==> config.mk <==
export PLATFORM = sky130hd
export DESIGN_NAME = uart_tx_arbiter
export DESIGN_NICKNAME = d
export VERILOG_FILES = /design/src/rtl/uart_tx_arbiter.sv
export SDC_FILE = /design/constraint.sdc
export NUM_CORES = 1
export LEC_CHECK = 0
export ABC_AREA = 1
export CAP_MARGIN = 15
export CORE_MARGIN = 1
export CORE_UTILIZATION = 40
export CTS_BUF_LIST = sky130_fd_sc_hd__clkbuf_8 sky130_fd_sc_hd__clkbuf_16
export DETAILED_ROUTE_END_ITERATION = 12
export PLACE_DENSITY_LB_ADDON = 0.08
export SETUP_SLACK_MARGIN = 0.5
export SKIP_CTS_REPAIR_TIMING = 1
export SLEW_MARGIN = 20
export SYNTH_ARGS = -nofsm -noshare
export SYNTH_HDL_FRONTEND = slang
export SYNTH_SLANG_ARGS = --single-unit
==> constraint.sdc <==
create_clock -name clk -period 2.5 [get_ports clk]
set_input_delay 0.375 -clock clk [delete_from_list [all_inputs] [get_ports clk]]
set_output_delay 0.375 -clock clk [all_outputs]
set_load 0.05 [all_outputs]
==> src/rtl/uart_tx_arbiter.sv <==
// +----------------------------------------------------------------------------+
// | uart_tx_arbiter: round-robin sharing of one UART byte transmitter among    |
// | NUM_REQ producers. Optional UART_ARB_PACKET_EN adds packet grant locking.  |
// | Revision: 1.0                                                              |
// +----------------------------------------------------------------------------+
`default_nettype none

module uart_tx_arbiter #(
  parameter int NUM_REQ      = 4,
  parameter int BUSY_TIMEOUT = 15
) (
  input  logic                       clk,
  input  logic                       btn,
  input  logic [NUM_REQ-1:0]         req,
  input  logic [8*NUM_REQ-1:0]       data_in,
`ifdef UART_ARB_PACKET_EN
  input  logic [NUM_REQ-1:0]         last,
`endif
  output logic [NUM_REQ-1:0]         ack,
  output logic                       tx_start,
  output logic [7:0]                 tx_data,
  input  logic                       tx_busy,
  output logic [$clog2(NUM_REQ)-1:0] grant_id,
  output logic                       busy,
  output logic                       timeout_err
);

  localparam int IDW = $clog2(NUM_REQ);
  localparam int CW  = $clog2(BUSY_TIMEOUT + 1);

  typedef enum logic [1:0] {
    IDLE      = 2'd0,
    WAIT_BUSY = 2'd1,
    WAIT_DONE = 2'd2
  } state_t;

  state_t             state_q, state_d;
  logic [IDW-1:0]     rr_ptr_q, rr_ptr_d;
  logic [IDW-1:0]     grant_id_q, grant_id_d;
  logic [7:0]         tx_data_q, tx_data_d;
  logic               tx_start_q, tx_start_d;
  logic [NUM_REQ-1:0] ack_q, ack_d;
  logic               busy_q, busy_d;
  logic               timeout_err_q, timeout_err_d;
  logic [CW-1:0]      cnt_q, cnt_d;
`ifdef UART_ARB_PACKET_EN
  logic               last_q, last_d;
`endif

  logic               sel_found;
  logic [IDW-1:0]     sel_idx;
  logic [7:0]         sel_byte;
  logic [IDW:0]       sum;
  logic [IDW-1:0]     next_ptr;
  logic [IDW-1:0]     done_ptr;

  // Scan from the highest offset down so the nearest requester after rr_ptr wins.
  always_comb begin
    sel_found = 1'b0;
    sel_idx   = '0;
    sum       = '0;
    for (int k = NUM_REQ - 1; k >= 0; k--) begin
      sum = {1'b0, rr_ptr_q} + (IDW+1)'(k);
      if (sum >= (IDW+1)'(NUM_REQ)) begin
        sum = sum - (IDW+1)'(NUM_REQ);
      end
      if (req[sum[IDW-1:0]]) begin
        sel_found = 1'b1;
        sel_idx   = sum[IDW-1:0];
      end
    end
  end

  always_comb begin
    sel_byte = 8'h00;
    for (int i = 0; i < NUM_REQ; i++) begin
      if (sel_idx == IDW'(i)) begin
        sel_byte = data_in[8*i +: 8];
      end
    end
  end

  assign next_ptr = (grant_id_q == IDW'(NUM_REQ - 1)) ? '0 : grant_id_q + IDW'(1);

`ifdef UART_ARB_PACKET_EN
  // A packet lock is simply rr_ptr parked on the owner: the search then picks
  // it first, and falls through to round-robin as soon as its req drops.
  assign done_ptr = last_q ? next_ptr : grant_id_q;
`else
  assign done_ptr = next_ptr;
`endif

  always_comb begin
    state_d       = state_q;
    rr_ptr_d      = rr_ptr_q;
    grant_id_d    = grant_id_q;
    tx_data_d     = tx_data_q;
    tx_start_d    = 1'b0;
    ack_d         = '0;
    busy_d        = busy_q;
    timeout_err_d = timeout_err_q;
    cnt_d         = cnt_q;
`ifdef UART_ARB_PACKET_EN
    last_d        = last_q;
`endif
    case (state_q)
      IDLE: begin
        if (sel_found && !tx_busy) begin
          tx_data_d        = sel_byte;
          tx_start_d       = 1'b1;
          ack_d[sel_idx]   = 1'b1;
          grant_id_d       = sel_idx;
          busy_d           = 1'b1;
          cnt_d            = '0;
          state_d          = WAIT_BUSY;
`ifdef UART_ARB_PACKET_EN
          last_d           = last[sel_idx];
`endif
        end
      end
      WAIT_BUSY: begin
        if (tx_busy) begin
          state_d = WAIT_DONE;
        end else if (cnt_q == CW'(BUSY_TIMEOUT - 1)) begin
          // Abandoned launch never holds a packet lock.
          timeout_err_d = 1'b1;
          busy_d        = 1'b0;
          rr_ptr_d      = next_ptr;
          state_d       = IDLE;
        end else begin
          cnt_d = cnt_q + CW'(1);
        end
      end
      WAIT_DONE: begin
        if (!tx_busy) begin
          busy_d   = 1'b0;
          rr_ptr_d = done_ptr;
          state_d  = IDLE;
        end
      end
      default: begin
        busy_d  = 1'b0;
        state_d = IDLE;
      end
    endcase
  end

  always_ff @(posedge clk or negedge btn) begin
    if (!btn) begin
      state_q       <= IDLE;
      rr_ptr_q      <= '0;
      grant_id_q    <= '0;
      tx_data_q     <= 8'h00;
      tx_start_q    <= 1'b0;
      ack_q         <= '0;
      busy_q        <= 1'b0;
      timeout_err_q <= 1'b0;
      cnt_q         <= '0;
`ifdef UART_ARB_PACKET_EN
      last_q        <= 1'b1;
`endif
    end else begin
      state_q       <= state_d;
      rr_ptr_q      <= rr_ptr_d;
      grant_id_q    <= grant_id_d;
      tx_data_q     <= tx_data_d;
      tx_start_q    <= tx_start_d;
      ack_q         <= ack_d;
      busy_q        <= busy_d;
      timeout_err_q <= timeout_err_d;
      cnt_q         <= cnt_d;
`ifdef UART_ARB_PACKET_EN
      last_q        <= last_d;
`endif
    end
  end

  assign ack         = ack_q;
  assign tx_start    = tx_start_q;
  assign tx_data     = tx_data_q;
  assign grant_id    = grant_id_q;
  assign busy        = busy_q;
  assign timeout_err = timeout_err_q;

endmodule

`default_nettype wire

# After elaboration in Yosys (flattened, before gate mapping)
# Index checks and enable logic that the tools add are counted.
[totals]
ff_bits = 25
input_bits = 39
out_inout_bits = 17
wordCells = 104
[op_classes]
add_sub_neg = 9
n_lt_le_gt_ge = 10
eq_ne = 13
n_mux = 49
n_bitwise = 1
reduce_logical = 13
[op_table]
columns = ["operator", "count"]
rows = [
  ["two-way mux 2 bit", 16],
  ["two-way mux 8 bit", 4],
  ["two-way mux 4 bit", 5],
  ["less-than comparator 2 x 3 -> 1 bit, second input constant", 5],
  ["two-way mux 1 bit", 15],
  ["AND reduction 4 bit", 3],
  ["!= test 2 bit, second input constant", 5],
  ["greater-or-equal comparator 3 bit, second input constant", 3],
  ["binary-select mux 1 bit (select 2 bit)", 4],
  ["== test 2 bit, second input constant", 4],
  ["one-hot mux 4 bit (2 select lines)", 1],
  ["subtractor 2 x 1 -> 2 bit, second input constant", 4],
  ["adder 2 x 2 -> 3 bit, second input constant", 2],
  ["one-hot mux 2 bit (3 select lines)", 1],
  ["AND reduction 3 bit", 2],
  ["adder 4 x 1 -> 4 bit, second input constant", 1],
  ["== test 2 x 1 -> 1 bit, second input constant", 2],
  ["== test 4 bit, second input constant", 1],
  ["logical NOT 2 bit", 2],
  ["one-hot mux 2 bit (2 select lines)", 1],
  ["nonzero test 2 bit", 2],
  ["adder 2 x 1 -> 3 bit, second input constant", 1],
  ["greater-or-equal comparator 2 x 3 -> 1 bit, second input constant", 1],
  ["!= test 3 bit, second input constant", 1],
  ["8 further kinds", 9],
]

# Longest topological paths before layout
# Gate-level depths: netlist of the first run.
[logic_depth]
word_depth = 15
ltp_mapped = 16
depth_no_buf = 15

# Least setup slack after synthesis of the first run
# No wires, ideal clock.
[synth_timing]
kind = "flip-flop to flip-flop"
from = "register rr_ptr_q[0]"
to = "register tx_data_q[1] (netlist: tx_data[1])"
setup_ns = 0.124
t_arrival_ns = 1.510
required_ns = 2.376
setup_slack_ns = 0.866
stages_incl_launch_ff = 17
n_path_buf = 2
synth_period_minus_slack_ns = 1.634
path_cell_list = "dfrtp_1 buf_6 inv_6 nand2_1 nand2_1 nand2_2 nand2_1 inv_1 nand2_1 nand2_2 nand2_1 nand2_1 buf_4 o21ai_0 nand2_1 nand2_1 nand2_1"
[synth_between]
elab_chain_len = 14
word_cells_on_any_way = 41
classes_between = "add/sub (7); order compare (4); eq/ne (3); mux (24); reduce/logical (3)"
[synth_rtl]
columns = ["element", "line_no", "source"]
rows = [
  ["start: declaration", "38", "logic [IDW-1:0] rr_ptr_q, rr_ptr_d;"],
  ["start signal: assignment", "164", "rr_ptr_q <= rr_ptr_d;"],
  ["adder 2 x 2 -> 3 bit", "63", "sum = {1'b0, rr_ptr_q} + (IDW+1)'(k);"],
  ["greater-or-equal comparator 3 bit or subtractor 2 x 1 -> 2 bit (tied branches)", "64, 65", ""],
  ["two-way mux 2 bit", "64", "if (sum >= (IDW+1)'(NUM_REQ)) begin"],
  ["binary-select mux 1 bit (select 2 bit)", "67", "if (req[sum[IDW-1:0]]) begin"],
  ["two-way mux 1 bit (implied by the code)", "67", ""],
  ["two-way mux 2 bit (4 in a row)", "67", ""],
  ["logical NOT 2 bit", "77", "if (sel_idx == IDW'(i)) begin"],
  ["two-way mux 8 bit (4 in a row)", "77", ""],
  ["end signal: assignment", "166", "tx_data_q <= tx_data_d;"],
  ["end: declaration", "40", "logic [7:0] tx_data_q, tx_data_d;"],
]
# Parallel ways exist; a longest one is shown, timed or not. The select of a mux whose other input is x is not followed.
# A chain may end at the register's enable or synchronous reset.

# Worst setup path in the final report of the first run
[layout_timing]
from = "input port req[1]"
to = "register tx_data_q[5] (netlist: tx_data[5])"
[layout_between]
elab_chain_len = 11
word_cells_on_any_way = 26
classes_between = "eq/ne (3); mux (20); reduce/logical (3)"
[layout_rtl]
columns = ["element", "line_no", "source"]
rows = [
  ["start: declaration", "14", "input logic [NUM_REQ-1:0] req,"],
  ["binary-select mux 1 bit (select 2 bit)", "67", ""],
  ["two-way mux 1 bit (implied by the code)", "67", ""],
  ["two-way mux 2 bit (4 in a row)", "67", ""],
  ["logical NOT 2 bit", "77", ""],
  ["two-way mux 8 bit (4 in a row)", "77", ""],
]
# Parallel ways exist; a longest one is shown, timed or not. The select of a mux whose other input is x is not followed.

==> results.md, run 1 <==
* Input/output buffers at 55
* RR Endpoint: tx_data[5]
* Longest Clk Path Bufs at 2
* Min Tclk post-route at 1.89 ns
* Synth area leader: dfrtp_1
* Slew headroom at 65.3%
* CTS clk-pin slew, worst paths at 0.09 ns
* Yosys top cell area share at 41.0%
* # nets final at 317
* Global-route usage over all layers at 18.4%
* Largest net degree at the start of global routing at 26
* Ranking of synthesized cells by area: dfrtp_1 (41%), nand2_1 (17%), nor2_1 (5.9%)
* Starting Density at 41.7%
* Final Hold Viols at 0
* Slew at the pin closest to its max-slew limit at 0.519 ns
* TritonCTS Buffers at 3
* Post-route setup slack at 0.611 ns
* Yosys reg bits at 25
* Reg2reg setup slack at 0.65 ns
* Clk_skew at 0.00398 ns
* Synth cell types at 24
* Register area share after synthesis at 41.0%
* # diodes at 0
* Die X at 63.8 um
* I/O pins at 56
* Filler instances at 330
* DR vias/cell at 4.78
* FMAX at 0.529 GHz
* Worst-Skew Late Latency at 0.27 ns
* DRT iter0 DRCs at 51
* Number of max-cap violations at 0
* Cell internal pwr at 1540 uW
* Fin. max-slew vios at 0
* Crit path kind: input port to flip-flop
* Post-DRT Antenna Nets at 0
* GRT Residual Overflow at 0
* Syn_nets at 249
* CP Capture Type: flip-flop
* CORE AREA at 3660 sq um
* Crit start category: input port
* Setup WS pre-CTS at 0.207 ns
* Syn_area_per_cell at 7.37 sq um
* Sequential power share at 21.3%
* Synth Instances at 207
* Hold Worst Slack at 0.453 ns
* Fin crit share at 75.6%
* Crit. Startpoint: req[1]
* Clock share of power at 7.4%
* Power per Cell Area at 1440 nW/um^2
* Status: completed
* Worst EP required at 2.66 ns
* Worst VDD drop at 0.000796 V
* Via count at 1,540
* Die Ht at 63.8 um
* Yosys warns at 0
* First-pass GRT wire length at 5840 um
* Switching power at 1740 uW
* Hpwl dp at 2770 um
* Setup TNS at 0 ns
* Worst r2r src: rr_ptr_q[0]
* Worst-path fanout max at 10
* Post-Route WL at 3640 um
* Leakage at 0.00112 uW
* Share of layout cells above drive strength 1 at 19.0%
* Worst hold path class: input port to async pin
* TritonRoute pass-1 iters at 4
* R2R depth at 11
* Initial antenna violation count at 0
* Drt wl/cell at 11.3 um
* Unrepaired setup endpoints after global routing: false
* Layout area overhead at 49.6%
* Vias in the first global route at 1,303
* Die Area at 4060 sq um
* Post-synth design cell area at 1530 sq um
* Sw Ratio at 53.0%
* Final setup vio count at 0
* Gpl congestion at 0.801
* DR DRC count at 0
* Rows at 22
* Comb power frac at 71.3%
* Root buffer cell: clkbuf_8
* Clk sinks at 25
* CTS H-tree depth at 1
* TritonCTS clock tree: built
* Worst EP arrival at 2.05 ns
worst max-delay path, stage by stage:
cell	delay, ns
clkdlybuf4s50_1	0.47
inv_1	0.04
nand2_1	0.08
nand3_2	0.13
nand2_2	0.11
nor2_1	0.06
a21oi_2	0.19
nand2_4	0.14
buf_4	0.20
a22oi_1	0.19
nand2_1	0.07
flip-flops by register name (all words and copies together), names as in the netlist:
name / count
cnt_q: 4
tx_data: 8
rr_ptr_q: 2
tx_start: 1
ack: 4
state_q: 2
timeout_err: 1
busy: 1
grant_id: 2
routing by layer:
| layer | up-vias | routed length [um] | global-route usage [%] |
|---|---|---|---|
| met5 | - | 0 | 0 |
| met4 | 0 | 34 | 5.11 |
| met3 | 4 | 100 | 1.79 |
| met2 | 35 | 1730 | 29.4 |
| met1 | 706 | 1770 | 26.4 |
| li1 | 795 | - | - |
cells by family after synthesis:
family                   share of synthesized area (%)
AND/OR/NAND/NOR                                   36.9
flip-flops                                        41.0
AO/OA/AOI/OAI                                     11.9
adder cells (fa/ha/maj)                           2.46
buffers and inverters                             7.71
layout by cell type (no fill, tap or decap), drive strengths merged, types with 3 or more instances in the layout:
cell,n
nand2,82
clkdlybuf4s50,55
nor2,26
dfrtp,25
inv,22
o21ai,16
nand3,12
buf,11
a22oi,7
a21oi,4
ha,3
clkbuf,3
nor3,3
stage by stage:
step / utilization (%) / std cells / total power, uW / area [sq um]
floorplan: - / 207 / 2270 / 1530
global placement: 57.7 / 308 / 2770 / 2110
detailed placement: 57.7 / 308 / 2780 / 2110
CTS: 59.0 / 312 / 3020 / 2160
global route: 62.3 / 322 / 3580 / 2280
finish: 62.3 / 322 / 3290 / 2280
Yosys cell counts:
library cell / count
a21oi_1: 3
inv_1: 16
nand2_2: 11
o22ai_1: 1
nand3_2: 2
nand2_1: 68
ha_1: 3
a21oi_2: 1
dfrtp_1: 25
a21boi_4: 1
nor3_1: 3
a22oi_1: 7
nor2_1: 24
inv_6: 1
nor2_4: 1
nor2_2: 1
nand2_4: 3
o21ai_1: 5
o21ai_0: 11
nand3_1: 10
buf_4: 1
inv_2: 5
nand4_1: 2
buf_6: 2
power by group through the flow:
stage / logic (uW) / clock network (uW) / registers, uW
final: 2340 / 245 / 700
after global routing: 2590 / 269 / 721
after CTS: 2080 / 243 / 702
after detailed placement: 2070 / 0 / 709
after global placement: 2060 / 0 / 709
after floorplan: 1230 / 0 / 1050
worst max path at each step:
stage	endpoint	slack, ns
global route	tx_data[4]	0.47
detailed placement	tx_data[1]	0.21
CTS	tx_data[1]	0.39
global placement	tx_data[6]	0.24
floorplan	tx_data[1]	0.87
finish	tx_data[5]	0.61
layout make-up:
| cell class | instances | area (sq um) | area share [%] |
|---|---|---|---|
| multi-input cells | 157 | 825 | 36.1 |
| repair buffers | 66 | 633 | 27.7 |
| flip-flops and latches | 25 | 628 | 27.5 |
| inverters | 22 | 90.1 | 3.95 |
| well taps | 48 | 60.1 | 2.63 |
| clock buffers | 3 | 41.3 | 1.81 |
| clock inverters | 1 | 5.00 | 0.219 |
No activity file was read; power rests on OpenSTA's default activity.
==> run 2, diff against run 1 <==
==> constraint.sdc (replaced) <==
create_clock -name clk -period 1.7 [get_ports clk]
set_input_delay 0.255 -clock clk [delete_from_list [all_inputs] [get_ports clk]]
set_output_delay 0.255 -clock clk [all_outputs]
set_load 0.05 [all_outputs]
==> run 2 against run 1 <==
Compared with the run above:
- the flow now finishes with violations (setup timing)
- non-clock buffer count up 24
- die area unchanged
- critical path depth up 3
- combinational power up 89%
- highest routed layer unchanged
- wire length up 9.4%
- sequential share of layout area down 3.0 points
- count of clock-buffer cells in the layout unchanged
- worst setup slack worse by 0.76 ns
- first-iteration DRC count unchanged
- cell count up 7.5%
- cell area up 12%
==> results.md, run 2 (synthesized netlist as in run 1, its figures left out) <==
* Status: finished, violations left (was completed)
* Failing checks: setup timing
* DR vias/cell at 4.66 (was 4.78)
* Clk_skew at 0.00527 ns (was 0.00398 ns)
* Global-route usage over all layers at 18.2% (was 18.4%)
* Die Ht at 63.8 um (unchanged)
* Rows at 22 (unchanged)
* TritonCTS clock tree: built (unchanged)
* Comb power frac at 76.3% (was 71.3%)
* Unrepaired setup endpoints after global routing: true (was false)
* Worst VDD drop at 0.00145 V (was 0.000796 V)
* Min Tclk post-route at 1.85 ns
* Fin crit share at 109%
* Number of max-cap violations at 0 (unchanged)
* Crit path kind: flip-flop to flip-flop (was input port to flip-flop)
* GRT Residual Overflow at 0 (unchanged)
* Die Area at 4060 sq um (unchanged)
* FMAX at 0.540 GHz
* Layout area overhead at 67.8% (was 49.6%)
* Root buffer cell: clkbuf_8 (unchanged)
* Initial antenna violation count at 0 (unchanged)
* Input/output buffers at 55 (unchanged)
* Slew at the pin closest to its max-slew limit at 0.320 ns (was 0.519 ns)
* Die X at 63.8 um (unchanged)
* Vias in the first global route at 1,382 (was 1,303)
* CP Capture Type: flip-flop (unchanged)
* Hpwl dp at 2860 um (was 2770 um)
* Post-DRT Antenna Nets at 0 (unchanged)
* Worst-Skew Late Latency at 0.26 ns (was 0.27 ns)
* Fin util at 69.9% (was 62.3%)
* RR Endpoint: tx_data[0] (was tx_data[5])
* TritonCTS Buffers at 3 (unchanged)
* Clock share of power at 5.9% (was 7.4%)
* Share of layout cells above drive strength 1 at 37.9% (was 19.0%)
* Setup TNS at -1.45 ns (was 0 ns)
* CTS clk-pin slew, worst paths at 0.09 ns (about the same)
* Crit. Startpoint: rr_ptr_q[0] (was req[1])
* Switching power at 2940 uW (was 1740 uW)
* # diodes at 0 (unchanged)
* Design Area, Final at 2560 sq um (was 2280 sq um)
* TritonRoute pass-1 iters at 4 (unchanged)
* Post-Route WL at 3980 um (was 3640 um)
* # nets final at 341 (was 317)
* Drt wl/cell at 11.5 um (was 11.3 um)
* First-pass GRT wire length at 5910 um (was 5840 um)
* Worst EP arrival at 2.01 ns (was 2.05 ns)
* Worst-path fanout max at 8 (was 10)
* Clk sinks at 25 (unchanged)
* I/O pins at 56 (unchanged)
* CORE AREA at 3660 sq um (unchanged)
* Post-route setup slack at -0.151 ns (was 0.611 ns)
* Most frequent cells in the layout: nand2_1 (49), buf_4 (49), clkdlybuf4s50_1 (38), dfrtp_1 (23), nor2_1 (22) (was nand2_1 (64), clkdlybuf4s50_1 (55), nor2_1 (23), dfrtp_1 (23), inv_1 (16))
* Hold Worst Slack at 0.350 ns (was 0.453 ns)
* Fin. max-slew vios at 0 (unchanged)
* Final Hold Viols at 0 (unchanged)
* Starting Density at 41.7% (unchanged)
* DRT iter0 DRCs at 51 (unchanged)
* Power per Cell Area at 2260 nW/um^2 (was 1440 nW/um^2)
* Largest register FFs at 8 (unchanged)
* Worst hold path class: input port to async pin (unchanged)
* Reg2reg setup slack at -0.15 ns (was 0.65 ns)
* Worst r2r src: rr_ptr_q[0] (unchanged)
* Largest net degree at the start of global routing at 26 (unchanged)
* Longest Clk Path Bufs at 2 (unchanged)
* Cell internal pwr at 2850 uW (was 1540 uW)
* Worst EP required at 1.86 ns (was 2.66 ns)
* Filler instances at 321 (was 330)
* R2R depth at 14 (was 11)
* Via count at 1,611 (was 1,540)
* Sequential power share at 17.7% (was 21.3%)
* Placed Area at 2270 sq um (was 2110 sq um)
* Final setup vio count at 16 (was 0)
* DR DRC count at 0 (unchanged)
* Crit start category: flip-flop (was input port)
* Leakage at 0.00130 uW (was 0.00112 uW)
* Sw Ratio at 50.8% (was 53.0%)
* Gpl congestion at 0.832 (was 0.801)
* CTS H-tree depth at 1 (unchanged)
* Slew headroom at 78.7% (was 65.3%)
-- run 2: worst max path at each step --
| stage | slack, ns | end |
|---|---|---|
| floorplan | 0.09 | tx_data[6] |
| global placement | -0.29 | ack[0] |
| detailed placement | -0.30 | tx_data[0] |
| CTS | -0.16 | ack[0] |
| global route | -0.26 | tx_data[2] |
| finish | -0.15 | tx_data[0] |
-- run 2: worst max-delay path: stages, from the launching register on --
cell,delay (ns)
dfrtp_2,0.47
clkinv_4,0.14
nand2_2,0.09
nand2_2,0.08
nand2_2,0.10
nand2_4,0.07
nor2_4,0.12
nor2_1,0.06
nand2_2,0.09
nand2_4,0.09
buf_4,0.15
nand3_1,0.06
nand4_1,0.12
nand2_1,0.08
nand2_1,0.04
-- run 2: area by class of cell --
cell class	instances	area (sq um)	share of cell area, %
Tap cell	48	60.1	2.35
Clock buffer	3	41.3	1.61
Multi-Input combinational cell	157	940	36.7
Inverter	22	95.1	3.71
Clock inverter	1	5.00	0.196
Timing Repair Buffer	90	791	30.9
Sequential cell	25	628	24.5
-- run 2: power by group through the flow --
stage	sequential [uW]	combinational [uW]	clock, uW
finish	1030	4420	344
global route	1060	4800	371
CTS	1020	3630	350
detailed placement	1020	3620	0
global placement	1030	3590	0
floorplan	1540	1860	0
-- run 2: per-stage QoR --
step | cells | total power [uW] | worst slack, ns
after detailed placement | 331 | 4640 | -0.299
after CTS | 335 | 5000 | -0.159
after global placement | 331 | 4620 | -0.292
final | 346 | 5800 | -0.151
after floorplan | 207 | 3400 | 0.0858
after global routing | 346 | 6230 | -0.262
-- run 2: routing by layer --
layer / global-route usage [%] / vias up / share of wire (%)
met2: 28.5 / 31 / 48
met4: 5.11 / 0 / 0.35
li1: - / 841 / -
met5: 0 / - / 0
met1: 26.6 / 737 / 49
met3: 1.79 / 2 / 3.0
==> run 3, diff against run 2 <==
--- a/config.mk
+++ b/config.mk
@@ -7,11 +7,14 @@
 export LEC_CHECK = 0
 export ABC_AREA = 1
 export CAP_MARGIN = 15
+export CELL_PAD_IN_SITES_DETAIL_PLACEMENT = 1
+export CELL_PAD_IN_SITES_GLOBAL_PLACEMENT = 1
 export CORE_MARGIN = 1
-export CORE_UTILIZATION = 40
+export CORE_UTILIZATION = 28
 export CTS_BUF_LIST = sky130_fd_sc_hd__clkbuf_8 sky130_fd_sc_hd__clkbuf_16
 export DETAILED_ROUTE_END_ITERATION = 12
 export PLACE_DENSITY_LB_ADDON = 0.08
+export REMOVE_ABC_BUFFERS = 1
 export SETUP_SLACK_MARGIN = 0.5
 export SKIP_CTS_REPAIR_TIMING = 1
 export SLEW_MARGIN = 20
==> run 3 against run 2 <==
Compared with the run above:
- global-route usage decreased by 0.65 points
- sequential share of layout area decreased by 1.0 points
- via count increased by 5.3%
- clock skew increased by 0.0011 ns
- clock power increased by 6.7%
- largest power group unchanged
- utilization decreased by 18 points
- largest cell class unchanged
- critical path type unchanged
- the run still ends with setup timing left
- sequential power about the same
==> results.md, run 3 (synthesized netlist as in run 1, its figures left out) <==
* Cell mode on critical path: nand2_2 (unchanged)
* Initial antenna violation count at 0 (unchanged)
* Slew headroom at 77.7% (was 78.7%)
* Root buffer cell: clkbuf_8 (unchanged)
* Gpl congestion at 0.765 (was 0.832)
* CTS clk-pin slew, worst paths at 0.09 ns (about the same)
* Status: finished, violations left (unchanged)
* Post-route setup slack at -0.122 ns (was -0.151 ns)
* Commonest non-fill, non-tap cell in the layout: buf_4
* Min Tclk post-route at 1.82 ns (was 1.85 ns)
* Share of layout cells above drive strength 1 at 43.5% (was 37.9%)
* # nets final at 344 (was 341)
* Final setup vio count at 16 (unchanged)
* Die X at 75.8 um (was 63.8 um)
* Failing checks: setup timing (unchanged)
* FMAX at 0.549 GHz (was 0.540 GHz)
* Total power at 6010 uW (was 5800 uW)
* Worst-path fanout max at 8 (unchanged)
* DRT iter0 DRCs at 28 (was 51)
* Longest Clk Path Bufs at 2 (unchanged)
* Vias in the first global route at 1,675 (was 1,382)
* Fin. max-slew vios at 0 (unchanged)
* Rows at 26 (was 22)
* Worst-Skew Late Latency at 0.27 ns (was 0.26 ns)
* # diodes at 0 (unchanged)
* Most frequent cells in the layout: buf_4 (49), nand2_1 (43), clkdlybuf4s50_1 (38), nand2_2 (25), dfrtp_1 (23) (was nand2_1 (49), buf_4 (49), clkdlybuf4s50_1 (38), dfrtp_1 (23), nor2_1 (22))
* GRT Residual Overflow at 0 (unchanged)
* Die Area at 5750 sq um (was 4060 sq um)
* Worst hold path class: input port to async pin (unchanged)
* Largest register FFs at 8 (unchanged)
* Post-Route WL at 5060 um (was 3980 um)
* Largest net degree at the start of global routing at 26 (unchanged)
* CP Capture Type: flip-flop (unchanged)
* Worst path bufs/invs at 2 (unchanged)
* CP cell instances: buf_12, nand2_2, nand3_2, nand2_2, nor2_2, a21oi_2, nand2_4, buf_4, a22oi_2, nand2_1 (was clkinv_4, nand2_2, nand2_2, nand2_2, nand2_4, nor2_4, nor2_1, nand2_2, nand2_4, buf_4, nand3_1, nand4_1, nand2_1, nand2_1)
* Worst EP arrival at 1.99 ns (was 2.01 ns)
* Unrepaired setup endpoints after global routing: true (unchanged)
* TritonCTS Buffers at 3 (unchanged)
* Crit path max-delay family: simple AND/OR/NAND/NOR gates (unchanged)
* Leakage at 0.00132 uW (was 0.00130 uW)
* Die Ht at 75.8 um (was 63.8 um)
* Crit start category: flip-flop (unchanged)
* Starting Density at 29.5% (was 41.7%)
* Crit path kind: flip-flop to flip-flop (unchanged)
* Layout area overhead at 75.2% (was 67.8%)
* Fin crit share at 107% (was 109%)
* Crit path largest cell delay at 0.45 ns (was 0.47 ns)
* Fin util at 51.7% (was 69.9%)
* TritonCTS clock tree: built (unchanged)
* Worst EP required at 1.87 ns (was 1.86 ns)
* Clk_skew at 0.00632 ns (was 0.00527 ns)
* Slew at the pin closest to its max-slew limit at 0.335 ns (was 0.320 ns)
* Via count at 1,697 (was 1,611)
* Slowest CP cell: dfrtp_2 (unchanged)
* Global-route usage over all layers at 17.5% (was 18.2%)
* Number of max-cap violations at 0 (unchanged)
* CTS H-tree depth at 1 (unchanged)
* Input/output buffers at 55 (unchanged)
* Drt wl/cell at 13.6 um (was 11.5 um)
* I/O pins at 56 (unchanged)
* DR DRC count at 0 (unchanged)
* Clk sinks at 25 (unchanged)
* Placed Area at 2280 sq um (was 2270 sq um)
* First-pass GRT wire length at 7520 um (was 5910 um)
* Design Area, Final at 2670 sq um (was 2560 sq um)
* Power per Cell Area at 2250 nW/um^2 (was 2260 nW/um^2)
* Filler instances at 634 (was 321)
* TritonRoute pass-1 iters at 3 (was 4)
* CORE AREA at 5170 sq um (was 3660 sq um)
* Post-DRT Antenna Nets at 0 (unchanged)
* DR vias/cell at 4.57 (was 4.66)
* Worst VDD drop at 0.00113 V (was 0.00145 V)
* Final Hold Viols at 0 (unchanged)
* Hpwl dp at 3750 um (was 2860 um)
==> run 3: cell count changes in the layout (fill, tap and decap cells not counted), moves of 2 or more <==
cell	previous run	this run
a22oi_1	6	1
a22oi_2	1	6
buf_6	2	5
inv_2	3	5
nand2_1	49	43
nand2_2	21	25
nand2_4	11	14
o21ai_0	6	2
o21ai_1	10	12
o21ai_2	0	2
==> run 3: metal layers <==
| metal | GRT usage, % | wire length [um] |
|---|---|---|
| met1 | 21.9 | 2170 |
| met2 | 31.5 | 2720 |
| met3 | 3.84 | 158 |
| met4 | 2.47 | 8 |
| met5 | 0 | 0 |
==> run 3: power by group <==
group          total, uW  switching (uW)  internal [uW]
Sequential          1030             192            841
Clock                367             201            166
Combinational       4610            2690           1920
Total               6010            3080           2930
==> run 3: worst paths after layout <==
| kind | cells past startpoint | slack (ns) | from | end |
|---|---|---|---|---|
| worst max-delay path | 10 | -0.12 | rr_ptr_q[0] | tx_data[1] |
| max in group asynchronous | 2 | 1.08 | btn | rr_ptr_q[0] |
| min in group clk | 2 | 0.49 | timeout_err | timeout_err |
| worst min-delay path | 2 | 0.35 | btn | cnt_q[3] |
| worst max register to register | 10 | -0.12 | rr_ptr_q[0] | tx_data[1] |
| worst min register to register | 2 | 0.49 | timeout_err | timeout_err |
==> run 3: worst register-to-register path: cells and delay by family, from the launching register on <==
| family | cells | cell delay (ns) |
|---|---|---|
| and+or+nand+nor | 6 | 0.55 |
| AOI/OAI and AO/OA | 2 | 0.39 |
| DFF | 1 | 0.45 |
| buffers and inverters | 2 | 0.33 |
==> run 3: area by class of cell <==
| type | instances | area [sq um] | area share, % |
|---|---|---|---|
| inverter | 22 | 92.6 | 3.46 |
| multi-input combinational | 157 | 991 | 37.1 |
| clock inverter | 1 | 7.51 | 0.281 |
| timing repair buffer | 93 | 825 | 30.9 |
| tap | 70 | 87.6 | 3.28 |
| clock buffer | 3 | 41.3 | 1.54 |
| sequential | 25 | 628 | 23.5 |
==> run 3: per-stage QoR <==
stage          setup TNS, ns  instances  setup WS, ns  hold slack (ns)
2_1_floorplan         -0.306        204       -0.0469          -0.0406
5_1_grt                -3.03        371        -0.236            0.375
6_report               -1.18        371        -0.122            0.347
3_5_place_dp           -5.71        354        -0.385            0.474
3_3_place_gp           -5.90        354        -0.377            0.451
4_1_cts                -3.80        358        -0.280            0.346
